File: config.mk
export PLATFORM = sky130hd
export DESIGN_NAME = pipe_ctrl
export DESIGN_NICKNAME = d
export VERILOG_FILES = /design/src/rtl/pipe_ctrl_pkg.sv /design/src/rtl/pipe_ctrl_perf.sv /design/src/rtl/pipe_ctrl.sv
export SDC_FILE = /design/constraint.sdc
export NUM_CORES = 1
export LEC_CHECK = 0
export ABC_AREA = 1
export BUFFER_PORTS_ARGS = -buffer_cell sky130_fd_sc_hd__buf_2
export CORE_ASPECT_RATIO = 1.1
export CORE_MARGIN = 8
export CORE_UTILIZATION = 50
export CTS_BUF_LIST = sky130_fd_sc_hd__clkbuf_16
export DETAILED_ROUTE_END_ITERATION = 7
export GPL_ROUTABILITY_DRIVEN = 1
export PLACE_DENSITY = 0.71
export SETUP_SLACK_MARGIN = 0.4
export SYNTH_ARGS = -nofsm -noshare
export SYNTH_HDL_FRONTEND = slang
export SYNTH_SLANG_ARGS = --single-unit
File: constraint.sdc
create_clock -name clk -period 1.3 [get_ports clk]
set_input_delay 0.26 -clock clk [delete_from_list [all_inputs] [get_ports clk]]
set_output_delay 0.26 -clock clk [all_outputs]
set_load 0.05 [all_outputs]
File: src/rtl/pipe_ctrl_pkg.sv
// Shared types and defaults for the pipeline sequencing controller.
package pipe_ctrl_pkg;

  typedef enum logic [1:0] {
    BOOT     = 2'd0,
    RUN      = 2'd1,
    FLUSH    = 2'd2,
    MEM_WAIT = 2'd3
  } state_t;

  localparam int DEF_BOOT_CYCLES = 2;
  localparam int DEF_MEM_TIMEOUT = 255;

endpackage

File: src/rtl/pipe_ctrl_perf.sv
// Performance counters for pipe_ctrl: stall cycles, flush entries, load-use bubbles.
// Only instantiated when PIPE_CTRL_PERF_EN is defined.
module pipe_ctrl_perf (
  input  logic        clk,
  input  logic        rst,
  input  logic        i_stall,
  input  logic        i_flush,
  input  logic        i_bubble,
  output logic [31:0] o_stall_cycles,
  output logic [31:0] o_flush_count,
  output logic [31:0] o_bubble_count
);

  logic [31:0] r_stall_cycles;
  logic [31:0] r_flush_count;
  logic [31:0] r_bubble_count;

  // Counters wrap naturally modulo 2^32.
  always_ff @(posedge clk) begin
    if (rst) begin
      r_stall_cycles <= '0;
      r_flush_count  <= '0;
      r_bubble_count <= '0;
    end else begin
      if (i_stall)  r_stall_cycles <= r_stall_cycles + 32'd1;
      if (i_flush)  r_flush_count  <= r_flush_count + 32'd1;
      if (i_bubble) r_bubble_count <= r_bubble_count + 32'd1;
    end
  end

  assign o_stall_cycles = r_stall_cycles;
  assign o_flush_count  = r_flush_count;
  assign o_bubble_count = r_bubble_count;

endmodule

File: src/rtl/pipe_ctrl.sv
// Pipeline sequencing controller: merges boot hold, branch flush, load-use and
// data-memory waits into one set of register enables/clears. PIPE_CTRL_PERF_EN adds perf counters.
module pipe_ctrl
  import pipe_ctrl_pkg::*;
#(
  parameter int BOOT_CYCLES = DEF_BOOT_CYCLES,
  parameter int MEM_TIMEOUT = DEF_MEM_TIMEOUT
) (
  input  logic        clk,
  input  logic        rst,
  input  logic        br_mispredict,
  input  logic        ld_use_hazard,
  input  logic        mem_req,
  input  logic        mem_ack,
  output logic        pc_ce,
  output logic        fx_ce,
  output logic        fx_clr,
  output logic        xw_ce,
  output logic        xw_clr,
  output logic        mem_busy,
  output logic        boot_done,
  output logic        mem_err
`ifdef PIPE_CTRL_PERF_EN
  ,
  output logic [31:0] stall_cycles,
  output logic [31:0] flush_count,
  output logic [31:0] bubble_count
`endif
);

  localparam int BW = $clog2(BOOT_CYCLES + 1);
  localparam int WW = $clog2(MEM_TIMEOUT + 1);
  localparam logic [BW-1:0] BOOT_LAST = BW'(BOOT_CYCLES - 1);
  localparam logic [WW-1:0] WAIT_LAST = WW'(MEM_TIMEOUT - 1);

  state_t        r_state;
  logic [BW-1:0] r_boot_cnt;
  logic [WW-1:0] r_wait_cnt;
  logic          r_boot_done;
  logic          r_mem_err;

  logic w_enter_flush;
  logic w_enter_wait;
  logic w_leave_wait;
  logic w_timeout;

  // NOTE: every signal written here gets a default first so no path leaves it unassigned (no latch).
  always_comb begin
    pc_ce         = 1'b0;
    fx_ce         = 1'b0;
    fx_clr        = 1'b0;
    xw_ce         = 1'b0;
    xw_clr        = 1'b0;
    w_enter_flush = 1'b0;
    w_enter_wait  = 1'b0;
    w_leave_wait  = 1'b0;
    w_timeout     = 1'b0;
    case (r_state)
      BOOT: begin
        fx_clr = 1'b1;
        xw_clr = 1'b1;
      end
      RUN: begin
        if (br_mispredict) begin
          pc_ce         = 1'b1;
          fx_clr        = 1'b1;
          xw_ce         = 1'b1;
          w_enter_flush = 1'b1;
        end else if (mem_req) begin
          // Same-cycle ack streams through; otherwise freeze and start waiting.
          {pc_ce, fx_ce, xw_ce} = {3{mem_ack}};
          w_enter_wait          = !mem_ack;
        end else if (ld_use_hazard) begin
          xw_ce  = 1'b1;
          xw_clr = 1'b1;
        end else begin
          {pc_ce, fx_ce, xw_ce} = 3'b111;
        end
      end
      FLUSH: begin
        pc_ce  = 1'b1;
        fx_clr = 1'b1;
        xw_ce  = 1'b1;
      end
      MEM_WAIT: begin
        if (mem_ack) begin
          {pc_ce, fx_ce, xw_ce} = 3'b111;
          w_leave_wait          = 1'b1;
        end else if (r_wait_cnt == WAIT_LAST) begin
          // Abandon the access: bubble into writeback, resume fetch.
          {pc_ce, fx_ce, xw_ce} = 3'b111;
          xw_clr                = 1'b1;
          w_timeout             = 1'b1;
          w_leave_wait          = 1'b1;
        end
      end
      default: begin
        fx_clr = 1'b1;
        xw_clr = 1'b1;
      end
    endcase
    if (rst) begin
      pc_ce         = 1'b0;
      fx_ce         = 1'b0;
      fx_clr        = 1'b1;
      xw_ce         = 1'b0;
      xw_clr        = 1'b1;
      w_enter_flush = 1'b0;
      w_enter_wait  = 1'b0;
      w_leave_wait  = 1'b0;
      w_timeout     = 1'b0;
    end
  end

  assign mem_busy  = !rst && (r_state == MEM_WAIT);
  assign boot_done = !rst && r_boot_done;
  assign mem_err   = !rst && (r_mem_err || w_timeout);

  // NOTE: non-blocking assignments keep every register sampling pre-edge values.
  always_ff @(posedge clk) begin
    if (rst) begin
      r_state     <= BOOT;
      r_boot_cnt  <= '0;
      r_wait_cnt  <= '0;
      r_boot_done <= 1'b0;
      r_mem_err   <= 1'b0;
    end else begin
      case (r_state)
        BOOT: begin
          r_boot_cnt <= r_boot_cnt + 1'b1;
          if (r_boot_cnt == BOOT_LAST) begin
            r_state     <= RUN;
            r_boot_done <= 1'b1;
          end
        end
        RUN: begin
          if (w_enter_flush) begin
            r_state <= FLUSH;
          end else if (w_enter_wait) begin
            r_state    <= MEM_WAIT;
            r_wait_cnt <= '0;
          end
        end
        FLUSH: r_state <= RUN;
        MEM_WAIT: begin
          if (~&r_wait_cnt) r_wait_cnt <= r_wait_cnt + 1'b1;
          if (w_leave_wait) r_state <= RUN;
          if (w_timeout)    r_mem_err <= 1'b1;
        end
        default: r_state <= BOOT;
      endcase
    end
  end

`ifdef PIPE_CTRL_PERF_EN
  logic w_stall;
  logic w_bubble;

  assign w_stall  = !rst && (r_state != BOOT) && !pc_ce;
  assign w_bubble = !rst && (r_state == RUN) && xw_clr;

  pipe_ctrl_perf u_perf (
    .clk            (clk),
    .rst            (rst),
    .i_stall        (w_stall),
    .i_flush        (w_enter_flush),
    .i_bubble       (w_bubble),
    .o_stall_cycles (stall_cycles),
    .o_flush_count  (flush_count),
    .o_bubble_count (bubble_count)
  );
`endif

endmodule
==> impl_metrics.json, run 1 <==
{
  "status": "stopped before the end",
  "haltStage": "global routing (5_1_grt)",
  "stop_error": "[ERROR DPL-0038] Utilization greater than 100%, impossible to legalize",
  "dpl_worst_slack_ps": -208,
  "synth_top_area_share_pct": 27.6,
  "syn-num-nets": 158,
  "synth_edf_count": 0,
  "rows": 17,
  "ys_ff_latch": 14,
  "clockBufferDepth": 2,
  "synth.distinct_cells": 28,
  "worstEndpointGrtRepair": "xw_ce",
  "ys_top_cells_by_area": "dfxtp_1, nand2_1, a21oi_2, nor2_1, inv_1",
  "io_buffers": 13,
  "cts_num_sinks": 14,
  "ys_async_sr_fraction_pct": 0,
  "grt_max_degree": 10,
  "synth.cell_area_um2": 1020,
  "gp_congestion": 0.930,
  "hold_buffers": 0,
  "start_util_pct": 51.9,
  "numCtsBuffers": 3,
  "synth_cells": 149,
  "die_height_um": 63.3,
  "syn_area_per_cell_um2": 6.82,
  "yosysWarnings": 0,
  "seq_area_frac_synth_pct": 27.6,
  "cts_root_buffer": "clkbuf_16",
  "dpl-instance-area_um2": 1470,
  "synth_area_leader_cell": "dfxtp_1",
  "dominantRegCellSynth": "dfxtp_1",
  "die_w_um": 59.0,
  "yosysMostFrequentCell": "nand2_1",
  "h-tree-depth": 1,
  "worst_endpoint_kind": "primary output",
  "num_io_pins": 14,
  "place_hpwl_um": 2130,
  "netlist_top_cells_count": "nand2_1, nor2_1, inv_1"
}
==> metrics by stage <==
stage / hold WS, ps / instances
3_5_place_dp: 461 / 221
3_3_place_gp: 452 / 221
2_1_floorplan: 331 / 149
4_1_cts: 353 / 235
==> cells by family after synthesis <==
family	share of synthesized area, %
buffers and inverters	8.13
AND/OR/NAND/NOR	42.6
AO/OA/AOI/OAI	18.0
flip-flops	27.6
adder cells (fa/ha/maj)	3.69
==> repair_timing <==
action | 4_1_cts
endpoints found under the setup margin | 22
resized for setup | 54
pin swaps | 13
setup buffers | 10
==> run 2, diff against run 1 <==
Settings changed: CORE_AREA set to 8 8 69 71, CORE_ASPECT_RATIO 1.1 to not set, CORE_MARGIN 8 to not set, CORE_UTILIZATION 50 to not set, CTS_BUF_LIST sky130_fd_sc_hd__clkbuf_16 to not set, DIE_AREA set to 0 0 77 79, PLACE_DENSITY 0.71 to not set, PLACE_DENSITY_LB_ADDON set to 0.15, SETUP_SLACK_MARGIN 0.4 to not set.
Clock period 1.3 ns to 1.7 ns, I/O delays scaled along.
==> run 2 against run 1 <==
Effect of this change: area after synthesis did not move; synthesized cell count did not move; the run now ends clean.
==> impl_metrics.json, run 2 <==
{
  "worstSetupPathType": "register to primary output",
  "postRouteWirelength_um": 2700,
  "top_register": "r_wait_cnt",
  "path_buf_inv": 3,
  "die_w_um": 77,
  "finalMaxSlewViolations": 0,
  "crit_required_ps": 1360,
  "grt_pass1_wl_um": 4680,
  "crit_arrival_ps": 1360,
  "max_freq_mhz": 589,
  "seq_area_frac_synth_pct": 27.6,
  "cpMostUsedCell": "nand2_1",
  "clock_latency_ps": 250,
  "cp.depth": 9,
  "met3WireLength_um": 178,
  "synth_area_leader_cell": "dfxtp_1",
  "layout-drive-gt1-share_pct": 47.3,
  "synth_top_family_by_area": "simple AND/OR/NAND/NOR gates",
  "syn-num-nets": 158,
  "synth_cells": 149,
  "clkTransAtPathRegs_ps": 60,
  "drc_errors": 0,
  "final_cell_area_um2": 1450,
  "r2r-end": "r_wait_cnt[4]",
  "crit_chain": "inv_2 > nor2_4 > inv_2 > nor2_2 > nand2_1 > nand2_1 > o21ai_1 > nand2_1 > buf_6",
  "cp_slowest_cell": "dfxtp_4",
  "synth-compound-area-share_pct": 18.0,
  "rows": 23,
  "status": "complete, no violations",
  "die_height_um": 79,
  "reg2reg_setup_slack_ps": 110,
  "dominantRegCellSynth": "dfxtp_1",
  "critical_path.startpoint": "r_state[0]",
  "place_hpwl_um": 2120,
  "dieArea_um2": 6080,
  "tns_ps": 0,
  "drtAntennaViolNets": 0,
  "grt_overflow": 0,
  "powerDensity_nw_per_um2": 796,
  "p_leak_nw": 0.593,
  "ys_ff_latch": 14,
  "synth-xor-area-share_pct": 0,
  "grt_util_all_layers_pct": 9.18,
  "worstHoldPathType": "input port to register",
  "syn_area_per_cell_um2": 6.82,
  "routed.top_layer": "met4",
  "yosys.area_share.simple_pct": 42.6,
  "synth_fa_ha_area_share_pct": 3.69,
  "core_area_um2": 3800,
  "drtIter0Drc": 60,
  "grt_setup_unrepaired": "yes",
  "vias": 1070,
  "synth.distinct_cells": 28,
  "r2r_cells": 10,
  "critical_path.max_stage_delay_ps": 350,
  "grt_pass1_vias": 1075,
  "worstSetupEndpointType": "primary output",
  "synth_edf_count": 0,
  "cap_violations": 0,
  "period_needed_ps": 1700,
  "hold_violations": 0,
  "worst_r2r_startpoint": "r_wait_cnt[1]",
  "h-tree-depth": 1,
  "numCtsBuffers": 3,
  "p_total_mw": 1.15,
  "final_cell_mix": "nand2_1, buf_4, nor2_1",
  "wl_met1_um": 1150,
  "gp_congestion": 0.782,
  "worst-path-max-fanout": 5,
  "max_slew_margin_pct": 78.4,
  "period_share_pct": 99.9,
  "muxShareOfSynthArea_pct": 0,
  "cts_root_buffer": "clkbuf_8",
  "vdd_ir_drop_max_mv": 0.415,
  "dpl-instance-area_um2": 1250,
  "ys_top_cells_by_area": "dfxtp_1, nand2_1, a21oi_2, nor2_1, inv_1",
  "firstDrtPassIters": 4,
  "tightest_slew_ps": 323,
  "largest_registers": "r_wait_cnt (8), r_boot_cnt (2), r_state (2)",
  "cts_tree": "done",
  "syn_to_final_growth_pct": 42.4,
  "netlist_top_cells_count": "nand2_1, nor2_1, inv_1",
  "route.met2.wl_um": 1350,
  "yosysWarnings": 0,
  "synth.cell_area_um2": 1020,
  "cp-start-kind": "register",
  "antenna_found_initial": 0,
  "ys_async_sr_fraction_pct": 0,
  "start_util_pct": 26.7,
  "final_common_cell": "nand2_1",
  "final-setup-viol-count": 0,
  "io_buffers": 13,
  "clockBufferDepth": 2,
  "num_io_pins": 14,
  "cts_num_sinks": 14,
  "wl_per_cell_um": 11.6,
  "critPathCapture": "xw_clr",
  "diodes": 0,
  "synth_top_area_share_pct": 27.6,
  "largest_reg_flops": 8,
  "post-route-util_pct": 38.1,
  "layout.nets": 195,
  "cp_top_family": "simple AND/OR/NAND/NOR gates",
  "viasPerCell": 4.57,
  "clock_skew_ps": 5.01,
  "yosysMostFrequentCell": "nand2_1",
  "grt_max_degree": 12
}
==> run 2: cell counts after synthesis <==
No cell type changed its count.
==> run 2: through the flow <==
step	setup WS [ps]	std cells	hold slack [ps]
after CTS	-9.97	230	334
after global routing	-82.6	234	366
final	0.996	234	341
after floorplan	-222	149	418
after global placement	46.5	225	448
after detailed placement	57.7	225	453
==> run 2: worst min-delay path by stage <==
stage	start	cells after the start	end	slack [ps]
after detailed placement	r_boot_done	2	r_boot_done	450
final	br_mispredict	2	r_state[0]	340
after floorplan	rst	1	r_state[0]	420
after CTS	br_mispredict	2	r_state[0]	330
after global placement	r_boot_done	2	r_boot_done	450
after global routing	br_mispredict	2	r_state[0]	370
==> run 2: final cells by class <==
| class | count | area [um^2] |
|---|---|---|
| sequential | 14 | 293 |
| clock buffer | 3 | 41.3 |
| timing repair buffer | 34 | 258 |
| multi-input combinational | 114 | 717 |
| inverter | 19 | 75.1 |
| tap | 50 | 62.6 |
| fill | 431 | 2350 |
==> run 2: logic make-up after synthesis <==
| logic type | after synthesis |
|---|---|
| buffers and inverters | 21 |
| AO/OA/AOI/OAI | 26 |
| adder cells (fa/ha/maj) | 3 |
| flip-flops | 14 |
| AND/OR/NAND/NOR | 85 |
==> run 2: timing repair <==
item                       CTS  global route
hold buffers                 0             0
setup endpoints to repair    5             5
resized for setup           29             6
setup buffers                2             4
pin swaps                    3             1
==> run 2: power by group <==
group          leakage (nW)  switching, mW  total [mW]  internal (mW)
logic                 0.454          0.297       0.482          0.184
clock network        0.0216          0.122       0.279          0.157
registers             0.117         0.0229       0.390          0.367
total                 0.593          0.443        1.15          0.709
==> run 2: layer usage <==
| metal | up-vias | global-route usage [%] |
|---|---|---|
| li1 | 551 | - |
| met1 | 496 | 9.97 |
| met2 | 20 | 16.8 |
| met3 | 3 | 3.05 |
| met4 | 0 | 2.26 |
| met5 | - | 0 |
==> run 2: worst reg2reg max path, delay by kind of cell, from the launching register on <==
kind	cells	cell delay, ps
and+or+nand+nor	6	510
DFF	1	390
buffers and inverters	2	260
AOI/OAI and AO/OA	1	130
adders and majority gates	1	220
(Power assumes the default switching activity.)
==> run 3, diff against run 2 <==
Settings changed: PLACE_DENSITY_LB_ADDON 0.15 to not set.
==> run 3 against run 2 <==
Effect of this change: the run now ends with setup timing left; cell area down 0.35%; routed wire length decreased by 5.1%; count of clock-buffer cells in the layout grew 1; register-to-register slack better by 70 ps; largest cell class unchanged; largest power group unchanged.
==> impl_metrics.json, run 3 (same netlist as run 2, synthesis figures left out) <==
{
  "period_share_pct": 102,
  "die_height_um": 79,
  "drc_errors": 0,
  "worst-path-max-fanout": 3,
  "diodes": 0,
  "place_hpwl_um": 1980,
  "cts_num_sinks": 14,
  "gp_congestion": 0.824,
  "worstSetupPathType": "register to primary output",
  "h-tree-depth": 1,
  "io_buffers": 13,
  "top_register": "r_wait_cnt",
  "finalNonFillerCells": 234,
  "firstDrtPassIters": 4,
  "status": "complete, but fails checks",
  "postRouteWirelength_um": 2570,
  "post-route-util_pct": 37.9,
  "layout_setup_ws_ps": -32.2,
  "clkTransAtPathRegs_ps": 60,
  "grt_pass1_vias": 1047,
  "vdd_ir_drop_max_mv": 0.387,
  "worstHoldPathType": "input port to register",
  "violations": "setup timing",
  "clockBufferDepth": 2,
  "layout.nets": 194,
  "grt_util_all_layers_pct": 8.84,
  "final-setup-viol-count": 5,
  "cts_tree": "done",
  "num_io_pins": 14,
  "drtIter0Drc": 36,
  "max_slew_margin_pct": 77.3,
  "powerDensity_nw_per_um2": 826,
  "largest_registers": "r_wait_cnt (8), r_boot_cnt (2), r_state (2)",
  "vias": 1052,
  "layout-drive-gt1-share_pct": 48.4,
  "worstSetupEndpointType": "primary output",
  "grt_pass1_wl_um": 4420,
  "clock_skew_ps": 6.49,
  "clock_latency_ps": 260,
  "crit_required_ps": 1360,
  "final_common_cell": "nand2_1",
  "dpl_worst_slack_ps": 87.7,
  "largest_reg_flops": 8,
  "numCtsBuffers": 3,
  "wl_per_cell_um": 11.0,
  "syn_to_final_growth_pct": 41.9,
  "start_util_pct": 26.7,
  "final_cell_mix": "nand2_1, buf_4, nor2_1",
  "p_leak_nw": 0.585,
  "cts_root_buffer": "clkbuf_8",
  "die_w_um": 77,
  "antenna_found_initial": 0,
  "drtAntennaViolNets": 0,
  "grt_max_degree": 12,
  "viasPerCell": 4.50,
  "dp.cells": 228,
  "tightest_slew_ps": 340,
  "p_total_mw": 1.19,
  "grt_overflow": 0,
  "crit_arrival_ps": 1390,
  "period_needed_ps": 1730,
  "grt_setup_unrepaired": "yes",
  "max_freq_mhz": 577,
  "hold_violations": 0,
  "cap_violations": 0,
  "core_area_um2": 3800,
  "rows": 23,
  "cp-start-kind": "register",
  "finalMaxSlewViolations": 0,
  "dieArea_um2": 6080
}
-- run 3: cell count changes in the layout (fill, tap and decap cells not counted), sizes merged --
cell	before	now
buf	34	32
clkbuf	3	5
-- run 3: stage by stage --
step                TNS [ps]  hold WS, ps  area [um^2]
floorplan               -222          418         1020
global placement           0          448         1280
detailed placement         0          452         1280
CTS                    -39.4          333         1420
global route            -437          375         1440
finish                 -64.4          364         1440
-- run 3: what timing repair did --
action	in CTS	in global routing
buffers inserted	1	1
hold buffers	0	0
pin swaps	4	3
endpoints found under the setup margin	5	5
cloned	0	0
resized for setup	28	5
-- run 3: critical path: stages, from the launching register on --
cell	delay, ps
dfxtp_2	340
nand2_2	80
nor2_4	140
nand3_4	100
nor3_4	160
o21ai_1	80
nand2_1	80
buf_6	160
-- run 3: layout make-up --
cell class / count / area [um^2]
Clock buffer: 4 / 55.1
Fill cell: 414 / 2360
Inverter: 19 / 72.6
Multi-Input combinational cell: 114 / 713
Sequential cell: 14 / 293
Tap cell: 50 / 62.6
Timing Repair Buffer: 33 / 245
-- run 3: per-layer routing --
layer / vias up / GRT usage [%] / part of all wire (%)
met5: - / 0 / 0
met4: 0 / 4.53 / 2.0
met3: 5 / 2.03 / 4.1
met2: 19 / 15.5 / 47
met1: 477 / 9.82 / 47
li1: 551 / - / -
-- run 3: worst paths after layout --
check                           depth (start not counted)  slack (ps)             to          start
worst max-delay path                                    7         -30         xw_clr  r_wait_cnt[6]
worst min-delay path                                    2         360     r_state[0]  br_mispredict
worst max register to register                         10         180  r_wait_cnt[0]  r_wait_cnt[1]
worst min register to register                          2         460    r_boot_done    r_boot_done
-- run 3: power breakdown --
group,switching (mW),internal (mW),total [mW]
clock,0.138,0.206,0.343
combinational,0.286,0.165,0.451
sequential,0.0271,0.369,0.396
total,0.450,0.740,1.19
